$ cat src/rtl/dmac_queued_engine_if.sv
// CPU register-slave bus and system-bus master signals of dmac_queued_engine.
// slave = the DMA block, master = the CPU / arbiter / memory side.
interface dmac_queued_engine_if #(
   parameter int DATA_W = 32,
   parameter int ADDR_W = 16
);
   logic              s_sel;
   logic              s_wr;
   logic [3:0]        s_addr;
   logic [DATA_W-1:0] s_din;
   logic [DATA_W-1:0] s_dout;
   logic              s_interrupt;
   logic              m_req;
   logic              m_grant;
   logic              m_wr;
   logic [ADDR_W-1:0] m_addr;
   logic [DATA_W-1:0] m_dout;
   logic [DATA_W-1:0] m_din;

   modport slave (
      input  s_sel, s_wr, s_addr, s_din, m_grant, m_din,
      output s_dout, s_interrupt, m_req, m_wr, m_addr, m_dout
   );
   modport master (
      output s_sel, s_wr, s_addr, s_din, m_grant, m_din,
      input  s_dout, s_interrupt, m_req, m_wr, m_addr, m_dout
   );
endinterface

$ cat src/rtl/dmac_queued_engine.sv
// Queued DMA engine: register slave, descriptor FIFO and bus-master FSM in one block.
// Optional DMAC_ABORT_EN enables the ABORT register at offset 9.
module dmac_queued_engine #(
   parameter int DATA_W     = 32,
   parameter int ADDR_W     = 16,
   parameter int FIFO_DEPTH = 8
) (
   input  logic               clk,
   input  logic               reset_n,
   dmac_queued_engine_if.slave bus
);
   localparam int PTR_W = $clog2(FIFO_DEPTH);
   localparam int CNT_W = PTR_W + 1;
   localparam logic [1:0] MODE_FSRC = 2'b01;
   localparam logic [1:0] MODE_FDST = 2'b10;
   localparam logic [1:0] MODE_FILL = 2'b11;

   typedef enum logic [2:0] {IDLE, POP, REQ, READ, WRITE, NEXT, DONE} state_t;
   typedef struct packed {
      logic [1:0]        mode;
      logic [ADDR_W-1:0] src;
      logic [ADDR_W-1:0] dst;
      logic [ADDR_W-1:0] size;
   } desc_t;

   state_t            state;
   desc_t             q_mem [FIFO_DEPTH];
   desc_t             head, cur;
   logic [PTR_W-1:0]  wr_ptr, rd_ptr;
   logic [CNT_W-1:0]  count;
   logic [ADDR_W-1:0] src_q, dst_q, size_q, dst_nxt;
   logic [1:0]        mode_q;
   logic              int_en, overflow, done, aborted, busy, abort_pend;
   logic              wr_en, empty, full, start, push_req, push_ok, pop, flush, done_clr, abort_now;

   assign wr_en    = bus.s_sel & bus.s_wr;
   assign empty    = (count == '0);
   assign full     = (count == CNT_W'(FIFO_DEPTH));
   assign start    = wr_en && bus.s_addr == 4'd0 && bus.s_din[0];
   assign done_clr = wr_en && bus.s_addr == 4'd1 && bus.s_din == '0;
   assign push_req = wr_en && bus.s_addr == 4'd7 && bus.s_din[0];
   assign push_ok  = push_req && !full;
   assign pop      = (state == POP) && !empty;
`ifdef DMAC_ABORT_EN
   assign flush    = wr_en && bus.s_addr == 4'd9 && bus.s_din[0];
`else
   assign flush    = 1'b0;
`endif
   // an abort landing in the same cycle as a beat completion must still stop the run there
   assign abort_now = abort_pend | (flush & busy);
   assign head      = q_mem[rd_ptr];
   assign dst_nxt   = (cur.mode == MODE_FDST) ? cur.dst : cur.dst + ADDR_W'(1);
   assign bus.s_interrupt = done & int_en;

   always_ff @(posedge clk) begin
      if (push_ok && !flush) q_mem[wr_ptr] <= '{mode: mode_q, src: src_q, dst: dst_q, size: size_q};
   end

   always_ff @(posedge clk or negedge reset_n) begin
      if (!reset_n) begin
         wr_ptr <= '0;
         rd_ptr <= '0;
         count  <= '0;
      end else if (flush) begin
         wr_ptr <= '0;
         rd_ptr <= '0;
         count  <= '0;
      end else begin
         if (push_ok) wr_ptr <= wr_ptr + PTR_W'(1);
         if (pop)     rd_ptr <= rd_ptr + PTR_W'(1);
         count <= count + CNT_W'(push_ok) - CNT_W'(pop);
      end
   end

   always_ff @(posedge clk or negedge reset_n) begin
      if (!reset_n) begin
         src_q    <= '0;
         dst_q    <= '0;
         size_q   <= '0;
         mode_q   <= '0;
         int_en   <= 1'b0;
         overflow <= 1'b0;
      end else if (wr_en) begin
         case (bus.s_addr)
            4'd1: if (done_clr) overflow <= 1'b0;
            4'd2: int_en <= bus.s_din[0];
            4'd3: src_q  <= bus.s_din[ADDR_W-1:0];
            4'd4: dst_q  <= bus.s_din[ADDR_W-1:0];
            4'd5: size_q <= bus.s_din[ADDR_W-1:0];
            4'd6: mode_q <= bus.s_din[1:0];
            4'd7: if (push_req && full) overflow <= 1'b1;
            default: ;
         endcase
      end
   end

   always_comb begin
      bus.s_dout = '0;
      if (bus.s_sel && !bus.s_wr) begin
         case (bus.s_addr)
            4'd1: bus.s_dout = DATA_W'({aborted, done});
            4'd2: bus.s_dout = DATA_W'(int_en);
            4'd3: bus.s_dout = DATA_W'(src_q);
            4'd4: bus.s_dout = DATA_W'(dst_q);
            4'd5: bus.s_dout = DATA_W'(size_q);
            4'd6: bus.s_dout = DATA_W'(mode_q);
            4'd8: bus.s_dout = DATA_W'({overflow, busy, full, empty, count});
            default: bus.s_dout = '0;
         endcase
      end
   end

   // m_req is raised on entry to POP (by peeking the head) so it is low only in NEXT between descriptors
   always_ff @(posedge clk or negedge reset_n) begin
      if (!reset_n) begin
         state      <= IDLE;
         cur        <= '0;
         busy       <= 1'b0;
         done       <= 1'b0;
         aborted    <= 1'b0;
         abort_pend <= 1'b0;
         bus.m_req  <= 1'b0;
         bus.m_wr   <= 1'b0;
         bus.m_addr <= '0;
         bus.m_dout <= '0;
      end else begin
         if (done_clr) begin
            done    <= 1'b0;
            aborted <= 1'b0;
         end
         if (flush && busy) abort_pend <= 1'b1;
         case (state)
            IDLE: if (start && !empty) begin
               state     <= POP;
               busy      <= 1'b1;
               bus.m_req <= (head.size != '0);
            end
            POP: begin
               cur <= head;
               if (abort_now || head.size == '0) begin
                  state     <= abort_now ? DONE : NEXT;
                  bus.m_req <= 1'b0;
               end else begin
                  state <= REQ;
               end
            end
            REQ: if (abort_now) begin
               state     <= DONE;
               bus.m_req <= 1'b0;
            end else if (bus.m_grant) begin
               if (cur.mode == MODE_FILL) begin
                  state      <= WRITE;
                  bus.m_wr   <= 1'b1;
                  bus.m_addr <= cur.dst;
                  bus.m_dout <= DATA_W'(cur.src);
               end else begin
                  state      <= READ;
                  bus.m_wr   <= 1'b0;
                  bus.m_addr <= cur.src;
               end
            end
            READ: if (bus.m_grant) begin
               if (cur.mode != MODE_FSRC) cur.src <= cur.src + ADDR_W'(1);
               if (abort_now) begin
                  state     <= DONE;
                  bus.m_req <= 1'b0;
               end else begin
                  state      <= WRITE;
                  bus.m_wr   <= 1'b1;
                  bus.m_addr <= cur.dst;
                  bus.m_dout <= bus.m_din;
               end
            end
            WRITE: if (bus.m_grant) begin
               cur.dst  <= dst_nxt;
               cur.size <= cur.size - ADDR_W'(1);
               if (abort_now || cur.size == ADDR_W'(1)) begin
                  state     <= abort_now ? DONE : NEXT;
                  bus.m_req <= 1'b0;
                  bus.m_wr  <= 1'b0;
               end else if (cur.mode == MODE_FILL) begin
                  bus.m_addr <= dst_nxt;
               end else begin
                  state      <= READ;
                  bus.m_wr   <= 1'b0;
                  bus.m_addr <= cur.src;
               end
            end
            NEXT: if (abort_now || empty) begin
               state <= DONE;
            end else begin
               state     <= POP;
               bus.m_req <= (head.size != '0);
            end
            DONE: begin
               done       <= 1'b1;
               if (abort_pend) aborted <= 1'b1;
               abort_pend <= 1'b0;
               busy       <= 1'b0;
               state      <= IDLE;
            end
            default: state <= IDLE;
         endcase
      end
   end
endmodule
$ cat src/flat_wrapper.sv
// flat-port wrapper written by rule: the top's interface ports become plain ports
module dmac_queued_engine_flat 
#(
   parameter int DATA_W     = 32,
   parameter int ADDR_W     = 16,
   parameter int FIFO_DEPTH = 8
)
  (clk, reset_n, bus_s_sel, bus_s_wr, bus_s_addr, bus_s_din, bus_m_grant, bus_m_din, bus_s_dout, bus_s_interrupt, bus_m_req, bus_m_wr, bus_m_addr, bus_m_dout);
  dmac_queued_engine_if #(.DATA_W(DATA_W), .ADDR_W(ADDR_W)) bus_i ();
  input  logic clk;
  input  logic reset_n;
  input wire logic [$bits(bus_i.s_sel)-1:0] bus_s_sel;
  input wire logic [$bits(bus_i.s_wr)-1:0] bus_s_wr;
  input wire logic [$bits(bus_i.s_addr)-1:0] bus_s_addr;
  input wire logic [$bits(bus_i.s_din)-1:0] bus_s_din;
  input wire logic [$bits(bus_i.m_grant)-1:0] bus_m_grant;
  input wire logic [$bits(bus_i.m_din)-1:0] bus_m_din;
  output wire logic [$bits(bus_i.s_dout)-1:0] bus_s_dout;
  output wire logic [$bits(bus_i.s_interrupt)-1:0] bus_s_interrupt;
  output wire logic [$bits(bus_i.m_req)-1:0] bus_m_req;
  output wire logic [$bits(bus_i.m_wr)-1:0] bus_m_wr;
  output wire logic [$bits(bus_i.m_addr)-1:0] bus_m_addr;
  output wire logic [$bits(bus_i.m_dout)-1:0] bus_m_dout;
  assign bus_i.s_sel = bus_s_sel;
  assign bus_i.s_wr = bus_s_wr;
  assign bus_i.s_addr = bus_s_addr;
  assign bus_i.s_din = bus_s_din;
  assign bus_i.m_grant = bus_m_grant;
  assign bus_i.m_din = bus_m_din;
  assign bus_s_dout = bus_i.s_dout;
  assign bus_s_interrupt = bus_i.s_interrupt;
  assign bus_m_req = bus_i.m_req;
  assign bus_m_wr = bus_i.m_wr;
  assign bus_m_addr = bus_i.m_addr;
  assign bus_m_dout = bus_i.m_dout;
  dmac_queued_engine #(.DATA_W(DATA_W), .ADDR_W(ADDR_W), .FIFO_DEPTH(FIFO_DEPTH)) u_core (.clk(clk), .reset_n(reset_n), .bus(bus_i));
endmodule
$ cat config.mk
export PLATFORM = sky130hd
export DESIGN_NAME = dmac_queued_engine_flat
export DESIGN_NICKNAME = d
export VERILOG_FILES = /design/src/rtl/dmac_queued_engine_if.sv /design/src/rtl/dmac_queued_engine.sv /design/src/flat_wrapper.sv
export SDC_FILE = /design/constraint.sdc
export NUM_CORES = 1
export LEC_CHECK = 0
export CAP_MARGIN = 20
export CORE_MARGIN = 1
export CORE_UTILIZATION = 50
export CTS_CLUSTER_SIZE = 14
export DETAILED_ROUTE_END_ITERATION = 6
export PLACE_DENSITY = 0.69
export SYNTH_ARGS = -nofsm -noshare
export SYNTH_HDL_FRONTEND = slang
export SYNTH_SLANG_ARGS = --single-unit
$ cat constraint.sdc
create_clock -name clk -period 9.8 [get_ports clk]
set_clock_uncertainty 0.05 [all_clocks]
set_input_delay 1.96 -clock clk [delete_from_list [all_inputs] [get_ports clk]]
set_output_delay 1.96 -clock clk [all_outputs]
set_load 0.005 [all_outputs]
# Yosys cells after proc, flatten, opt, wreduce, memory -nomap -nowiden
# Memory sizes are Yosys's and may differ from the RTL's.
# Index checks and enable logic that the tools add are counted.
# Widths: inputs -> output; s select.
[op_classes]
add_sub_neg = 7
eq_ne = 33
muxes = 50
bitwise_logic = 3
n_reduce_logical = 42
[op_table]
columns = ["op", "n"]
rows = [
  ["$mux 32", 5],
  ["$mux 16", 9],
  ["$pmux 32 s2", 2],
  ["$pmux 16 s7", 1],
  ["$pmux 16 s3", 1],
  ["$add 16x1->16 const B", 2],
  ["$logic_not 32->1", 1],
  ["$pmux 16 s2", 1],
  ["$mux 3", 9],
  ["$pmux 3 s6", 1],
  ["$mux 1", 17],
  ["$eq 16x1->1 const B", 1],
  ["$eq 4x3->1 const B", 4],
  ["$logic_not 16->1", 1],
  ["$ne 2x2->1 const B", 8],
  ["$reduce_bool 16->1", 1],
  ["$sub 16x1->16 const B", 1],
  ["$reduce_and 5->1", 3],
  ["$reduce_and 2->1", 7],
  ["$ne 2x1->1 const B", 6],
  ["$reduce_bool 2->1", 6],
  ["$logic_and 1x1->1", 11],
  ["$eq 3x3->1 const B", 3],
  ["$reduce_and 9->1", 1],
  ["22 further kinds", 33],
]
[totals]
regBits = 167
mem_bits_rw = 400
inputBits = 73
out_inout_bits = 83
elab_cells = 156
memories = 1
[mem_list]
columns = ["name", "depth", "width", "rd", "rd_ports_with_merged_regs", "wr", "line_no", "source"]
rows = [
  ["u_core.q_mem", 8, 50, 1, 0, 1, "dmac_queued_engine.sv:27", "desc_t q_mem [FIFO_DEPTH];"],
]

# Longest topological paths before layout
# Gate-level depths: netlist of the first run.
[logic_depth]
ltp_word = 6
mapped_depth = 10
depth_no_buf = 10

# Worst setup path after synthesis of the first run
# Ideal clock, no wire load.
[synth_path]
path_kind = "input-to-reg"
from = "in bus_s_addr[2]"
to = "mem u_core.q_mem[0][0] in the netlist's numbering (enable)"
setup_ns = 0.519
arrival_time_ns = 6.588
required_time_ns = 9.231
path_slack_ns = 2.642
path_stages = 8
path_buffers = 3
path_cell_list = "clkbuf_1 > nand2b_1 > clkbuf_1 > nor3_1 > nor2b_1 > clkbuf_1 > nand2b_1 > nor3_1"
[synth_via]
elab_chain_len = 6
[synth_lines]
columns = ["element", "line_no", "source"]
rows = [
  ["start, declared", "flat_wrapper.sv:14", "input wire logic [$bits(bus_i.s_addr)-1:0] bus_s_addr;"],
  ["$eq 4x3->1", "dmac_queued_engine.sv:41", "assign push_req = wr_en && bus.s_addr == 4'd7 && bus.s_din[0];"],
  ["$logic_and 1x1->1 (2 in a row)", "dmac_queued_engine.sv:41", ""],
  ["$logic_and 1x1->1", "dmac_queued_engine.sv:42", "assign push_ok = push_req && !full;"],
  ["$mux 1", "dmac_queued_engine.sv:56", "if (push_ok && !flush) q_mem[wr_ptr] <= '{mode: mode_q, src: src_q, dst: dst_q, size: size_q};"],
  ["$mux 1 (implied by the code)", "dmac_queued_engine.sv:56", ""],
  ["end, declared", "dmac_queued_engine.sv:27", ""],
]
# No other way between the ends.

# Final worst setup path of the first run
[layout_path]
from = "in bus_s_addr[0]"
to = "out bus_s_dout[3]"
[layout_via]
elab_chain_len = 3
word_cells_on_any_way = 9
classes_between = "7 x eq/ne; 2 x mux"
[layout_lines]
columns = ["element", "line_no", "source"]
rows = [
  ["$eq 4x4->1, or another cell as far along", "dmac_queued_engine.sv:100", "case (bus.s_addr)"],
  ["$pmux 16 s7 (*)", "dmac_queued_engine.sv:100", ""],
  ["$mux 32 (*)", "dmac_queued_engine.sv:99", "if (bus.s_sel && !bus.s_wr) begin"],
  ["end, declared", "flat_wrapper.sv:18", "output wire logic [$bits(bus_i.s_dout)-1:0] bus_s_dout;"],
]
# Every way passes the cells marked *; elsewhere a longest branch is shown, timed or not.

==> impl_metrics.csv, run 1 <==
group,metric,value,unit
sta,max_slew_margin,23.06,%
synth,ys.flop_type,"edfxtp_1",
clock_tree,cts_sinks,567,
clock_tree,worst_skew_pair.late_latency,0.62,ns
die,core,0.04685,mm²
power_and_ir_drop,p_sw_share,32.59,%
die,initial_core_util,51.08,%
global_routing,gr-total-overflow,0,
run_status,violations,"DRC",
detailed_routing,viasPerCell,6.162,
worst_hold_path,whs_path_depth,2,
global_routing,grt_max_degree,89,
power_and_ir_drop,p_switching,2.557,mW
synth,yosysTopAreaCell,"edfxtp_1",
clock_tree,cts_resized,0,
worst_hold_path,hold_class,"flip-flop to flip-flop",
synth,ys_seq_area_share,67.65,%
critical_path,cp_slowest_cell,"nand4b_1",
sta,finalHoldViolCount,0,
critical_path,required,7.79,ns
die,design.die.area,0.04875,mm²
detailed_routing,wire_per_inst,24.37,µm
die,rows,79,
die,die_w,220.8,µm
sta,fin_crit,6.853,ns
global_routing,grt_pass1_vias,14410,
detailed_routing,detail-route-antenna-nets,0,
place,dpl_cell_area,0.02590,mm²
detailed_routing,drt_first_iter_violations,1702,
critical_path,endpoint_kind,"output port",
global_routing,grt_pass1_wl,87860,µm
sta,grt_setup_unrepaired,"false",
critical_path,reg2reg_to,"u_core.state[1]$_DFFE_PN0P_",
critical_path,reg2reg_depth,8,
sta,fin_ws,2.947,ns
finish,postLayoutCellArea,0.02792,mm²
synth,yosys_warnings,0,
finish,fin_nets,1811,
detailed_routing,totalWireLength,58000,µm
power_and_ir_drop,internal_power,5.287,mW
power_and_ir_drop,vdd.ir_drop.worst,0.1451,mV
global_routing,antenna_found_initial,3,
synth,synth_area,0.02393,mm²
run_status,outcome,"finished with violations",
critical_path,path_class,"input pin to output port",
synth,synth.top_cell.area_share,50.19,%
synth,synth.area.top_cells,"edfxtp_1 (50%), dfrtp_1 (17%), mux4_2 (7.2%)",
place,portBuffers,139,
clock_tree,path_clk_slew,0.06,ns
critical_path,critPathMaxStageDelay,0.68,ns
detailed_routing,drtPass1Iterations,7,
power_and_ir_drop,finalPower,7.844,mW
clock_tree,htreeDepth,2,
sta,tightest_slew,1.144,ns
clock_tree,hold_buffers,0,
critical_path,r2r_start,"u_core.rd_ptr[2]$_DFFE_PN0P_",
place,gp_congestion,0.8703,
finish,area_delta_synth_final,16.65,%
die,die_y,220.8,µm
clock_tree,cts-root-buf,"clkbuf_16",
power_and_ir_drop,cellLeakagePower,9.943,nW
critical_path,crit_arrival,4.84,ns
critical_path,r2r_slack,5.67,ns
power_and_ir_drop,power_frac_seq,43.4,%
die,io_pins,156,
power_and_ir_drop,p_per_area,280.9,mW/mm²
critical_path,start_kind,"input pin",
detailed_routing,num_vias,14670,
power_and_ir_drop,clock_power_share,28.1,%
worst_hold_path,hold_end,"u_core.bus.m_addr[11]$_DFFE_PN0P_",
power_and_ir_drop,combPwrFrac,28.5,%
clock_tree,cts_tree,"done",
global_routing,grt_usage,24.34,%
detailed_routing,drc,14,
synth,synthArstFlopShare,29.45,%
synth,ys_ff_latch,567,
worst_hold_path,hp-start,"u_core.bus.m_addr[11]$_DFFE_PN0P_",
sta,setup-violations-final,0,
clock_tree,post_cts_buffers,0,
synth,synth.distinct_cells,68,
synth,synthTopCellsByCount,"edfxtp_1 (400), dfrtp_1 (167), nand2_1 (115)",
finish,diodes,0,
place,post-dp-hpwl,36750,µm
synth,synth_area_per_cell,15.05,µm²
clock_tree,cts_buffers,57,
clock_tree,cts.path.max_buffers,3,
critical_path,cp_max_fo,16,
synth,synthesis.instances,1590,
place,preCtsSetupSlack,2.753,ns
sta,max_freq,145.9,MHz
synth,synth-edff-count,400,
sta,setup_tns,0,ns
sta,final-max-slew-violation-count,0,
finish,drive_above_1_share,16.13,%
job,maxCapViolCount,0,
finish,fin_util,59.59,%
synth,synth.most_common_cell,"edfxtp_1",
critical_path,cp_cell_sequence,"clkdlybuf4s50_1 > nor2_1 > o21ai_0 > o21ai_0 > nand4b_1 > a21oi_1 > clkdlybuf4s50_1",
sta,timing.final.crit_share,69.92,%
==> critical path, delay by kind of cell <==
kind | cells | cell delay, ns
and+or+nand+nor | 2 | 0.95
AOI/OAI and AO/OA | 3 | 0.69
buffers and inverters | 2 | 1.23
==> cell families (layout without fill, tap and decap cells) <==
group                      after synthesis  after routing  synth area share, %
other                                    1             16              0.01567
adders and majority gates               13             13               0.7109
DFF                                    567            567                67.65
and+or+nand+nor                        339            339                6.744
xor gates and xnor gates                 6              6               0.2196
muxes                                  197            197                13.04
AOI/OAI and AO/OA                      336            336                8.934
buffers and inverters                  131            299                2.687
==> state kept, by name (all words and copies together), names as in the netlist <==
register / flops
u_core.bus.m_dout: 32
u_core.int_en: 1
u_core.dst_q: 16
u_core.mode_q: 2
u_core.cur: 50
u_core.bus.m_addr: 16
u_core.rd_ptr: 3
u_core.q_mem: 400
u_core.state: 3
u_core.size_q: 16
u_core.count: 4
u_core.bus.m_wr: 1
u_core.bus.m_req: 1
u_core.busy: 1
u_core.wr_ptr: 3
u_core.overflow: 1
u_core.done: 1
u_core.src_q: 16
==> metrics by stage <==
step                      instances  hold WS [ns]
after floorplan                1605        0.4084
after global placement         2266        0.4110
after detailed placement       2267        0.4117
after CTS                      2374        0.4249
after global routing           2380        0.4443
final                          2380        0.4227
==> routing by layer <==
layer	vias to the layer above	track usage [%]	wire length, µm
li1	6479	-	-
met1	7464	34.38	24800
met2	635	38.04	27090
met3	86	5.100	4852
met4	2	7.694	1239
met5	-	0	12
==> layout make-up <==
type / instances / area, µm²
timing repair buffer: 171 / 1702
sequential: 567 / 16200
clock inverter: 29 / 305.3
multi-input combinational: 907 / 7253
clock buffer: 78 / 1623
tap: 607 / 759.5
fill: 3572 / 18930
inverter: 21 / 78.83
==> placed cells by master, fill, tap and decap left out, types with 11 or more instances in the layout <==
master / Yosys / layout
nand3_1: 14 / 14
o22ai_1: 23 / 23
inv_1: 20 / 20
nand2_1: 115 / 115
dfrtp_1: 167 / 165
a22o_1: 28 / 28
a21oi_1: 95 / 94
mux4_2: 76 / 76
and3_1: 11 / 11
nor2_1: 99 / 93
buf_4: 24 / 25
o22a_1: 15 / 15
nor4_1: 14 / 14
a31oi_1: 17 / 17
conb_1: 1 / 16
mux2_2: 55 / 55
clkbuf_16: 0 / 59
o21ai_0: 87 / 87
clkinv_2: 0 / 11
nand4_1: 13 / 13
clkdlybuf4s50_1: 0 / 138
a22oi_1: 17 / 17
nor3_1: 24 / 18
mux2i_1: 58 / 58
ha_1: 12 / 12
edfxtp_1: 400 / 400
==> power by group through the flow <==
stage	logic, mW	clock network (mW)	registers [mW]
floorplan	1.65	0	3.19
global route	2.45	2.33	3.45
global placement	2.18	0	3.42
CTS	2.24	2.24	3.40
finish	2.24	2.20	3.40
detailed placement	2.23	0	3.44
==> worst max path at each step <==
stage / startpoint / cells after the start / to
after floorplan: bus_s_addr[2] / 8 / u_core.q_mem[0][0]$_DFFE_PP_
after global routing: bus_s_addr[0] / 7 / bus_s_dout[3]
final: bus_s_addr[0] / 7 / bus_s_dout[3]
after detailed placement: bus_s_addr[2] / 6 / bus_s_dout[6]
after CTS: bus_s_addr[2] / 6 / bus_s_dout[0]
after global placement: bus_s_addr[2] / 6 / bus_s_dout[6]
Power figures use the tool's default switching activity.
==> inputs of run 2 (changes only) <==
clock period = 7.2 ns   (was 9.8 ns; I/O delays follow)
==> impl_metrics.csv, run 2 (synthesized netlist as in run 1, its figures left out) <==
group,metric,value,unit
sta,final-max-slew-violation-count,0,
power_and_ir_drop,internal_power,7.155,mW
die,design.die.area,0.04875,mm²
critical_path,crit_arrival,4.56,ns
detailed_routing,wire_per_inst,24.67,µm
global_routing,grt_usage,24.64,%
power_and_ir_drop,p_sw_share,33.09,%
global_routing,grt_pass1_vias,14340,
clock_tree,path_clk_slew,0.06,ns
clock_tree,cts_buffers,55,
finish,final_common_cell,"edfxtp_1",
detailed_routing,num_vias,14640,
die,die_y,220.8,µm
critical_path,critPathMaxStageDelay,0.92,ns
sta,setup-violations-final,0,
job,maxCapViolCount,0,
global_routing,grt_pass1_wl,89010,µm
die,rows,79,
global_routing,antenna_found_initial,0,
clock_tree,cts_tree,"done",
global_routing,gr-total-overflow,0,
finish,top_register,"u_core.q_mem",
place,portBuffers,139,
detailed_routing,wl_met1,25920,µm
critical_path,path_class,"input pin to output port",
clock_tree,cts_resized,0,
critical_path,crit_top_cell,"clkdlybuf4s50_1",
detailed_routing,dr_wl_met2,27060,µm
sta,max_freq,165.2,MHz
critical_path,r2r_slack,3.35,ns
worst_hold_path,hold_class,"flip-flop to flip-flop",
place,gp_congestion,0.9127,
place,place_inst,2267,
finish,fin_nets,1808,
sta,setup_tns,0,ns
global_routing,grt_max_degree,91,
critical_path,endpoint_kind,"output port",
power_and_ir_drop,combPwrFrac,29.3,%
power_and_ir_drop,power_frac_seq,43.2,%
critical_path,start_kind,"input pin",
clock_tree,htreeDepth,2,
clock_tree,cts-root-buf,"clkbuf_16",
clock_tree,cts_sinks,567,
critical_path,cp_slowest_cell,"nor3_2",
sta,tightest_slew,1.142,ns
critical_path,startpoint,"bus_s_addr[2]",
power_and_ir_drop,p_per_area,384.1,mW/mm²
run_status,violations,"DRC",
detailed_routing,detail-route-antenna-nets,0,
detailed_routing,drc,13,
clock_tree,worst_skew_pair.late_latency,0.61,ns
clock_tree,post_cts_buffers,0,
critical_path,cp_max_fo,15,
power_and_ir_drop,clock_power_share,27.5,%
finish,drive_above_1_share,15.38,%
die,initial_core_util,51.08,%
critical_path,r2r_start,"u_core.rd_ptr[1]$_DFFE_PN0P_",
finish,largest_register_ffs,400,
place,post-dp-hpwl,38650,µm
detailed_routing,totalWireLength,58630,µm
power_and_ir_drop,p_switching,3.539,mW
detailed_routing,drt_first_iter_violations,1451,
critical_path,required,5.71,ns
die,io_pins,156,
sta,finalHoldViolCount,0,
sta,timing.final.crit_share,84.06,%
sta,max_slew_margin,23.48,%
die,die_w,220.8,µm
die,core,0.04685,mm²
sta,fin_ws,1.148,ns
clock_tree,cts.path.max_buffers,3,
finish,diodes,0,
worst_hold_path,hp-start,"u_core.bus.m_dout[7]$_DFFE_PN0P_",
finish,final_cells,2376,
place,preCtsSetupSlack,1.277,ns
detailed_routing,viasPerCell,6.162,
clock_tree,hold_buffers,0,
run_status,outcome,"finished with violations",
power_and_ir_drop,cellLeakagePower,9.880,nW
detailed_routing,drtPass1Iterations,7,
finish,layout_common_cells,"edfxtp_1 (400), dfrtp_1 (165), clkdlybuf4s50_1 (138)",
detailed_routing,wl_met3,4633,µm
finish,area_delta_synth_final,16.33,%
sta,grt_setup_unrepaired,"false",
critical_path,cp_cell_sequence,"clkdlybuf4s50_1 > nand2b_1 > nor3_2 > a22oi_1 > a21oi_1 > clkdlybuf4s50_1",
sta,fin_crit,6.052,ns
power_and_ir_drop,vdd.ir_drop.worst,0.2516,mV
finish,top_regs,"u_core.q_mem (400), u_core.cur (50), u_core.bus.m_dout (32)",
detailed_routing,highest_layer,"met4",
run 2: changes by cell type in the layout (fill, tap and decap cells not counted), sizes merged:
cell      delta
clkbuf       -5
bufinv       +3
inv          -2
clkinv       -1
clkinvlp     +1
run 2: path summary, 6_finish.rpt:
check	endpoint	cells after the start
worst max-delay path	bus_s_dout[6]	6
worst min-delay path	u_core.bus.m_dout[7]$_DFFE_PN0P_	2
worst max register to register	u_core.state[1]$_DFFE_PN0P_	8
worst min register to register	u_core.bus.m_dout[7]$_DFFE_PN0P_	2
max in group asynchronous	u_core.bus.m_dout[31]$_DFFE_PN0P_	3
min in group asynchronous	u_core.cur[3]$_DFFE_PN0P_	1
run 2: layout make-up:
cell class | instances | area (µm²)
clock buffers | 74 | 1468
clock inverters | 30 | 387.9
fillers | 3555 | 19010
inverters | 21 | 78.83
multi-input cells | 907 | 7253
flip-flops and latches | 567 | 16200
well taps | 607 | 759.5
repair buffers | 170 | 1697
run 2: per-layer routing:
metal	up-vias	track usage (%)
li1	6477	-
met1	7497	36.60
met2	586	37.73
met3	81	4.454
met4	0	6.279
met5	-	0
run 2: power groups by stage:
stage	clock network, mW	registers (mW)	logic (mW)
3_3_place_gp	0	4.65	3.05
6_report	2.94	4.62	3.13
2_1_floorplan	0	4.34	2.24
3_5_place_dp	0	4.68	3.11
5_1_grt	3.10	4.68	3.42
4_1_cts	2.99	4.61	3.13
run 2: worst max-delay path, delay by kind of cell:
family                 cells  cell delay, ns
AND/OR/NAND/NOR            2            1.21
AO/OA/AOI/OAI              2            0.58
buffers and inverters      2            1.32
run 2: stage by stage:
step           power [mW]  hold WS [ns]  util (%)  area [µm²]
4_1_cts             10.73        0.4353     59.19       27730
3_3_place_gp        7.701        0.4089     55.23       25880
3_5_place_dp        7.782        0.4212     55.23       25880
6_report            10.69        0.4328     59.42       27840
2_1_floorplan       6.580        0.4084         -       23990
5_1_grt             11.21        0.4451     59.42       27840
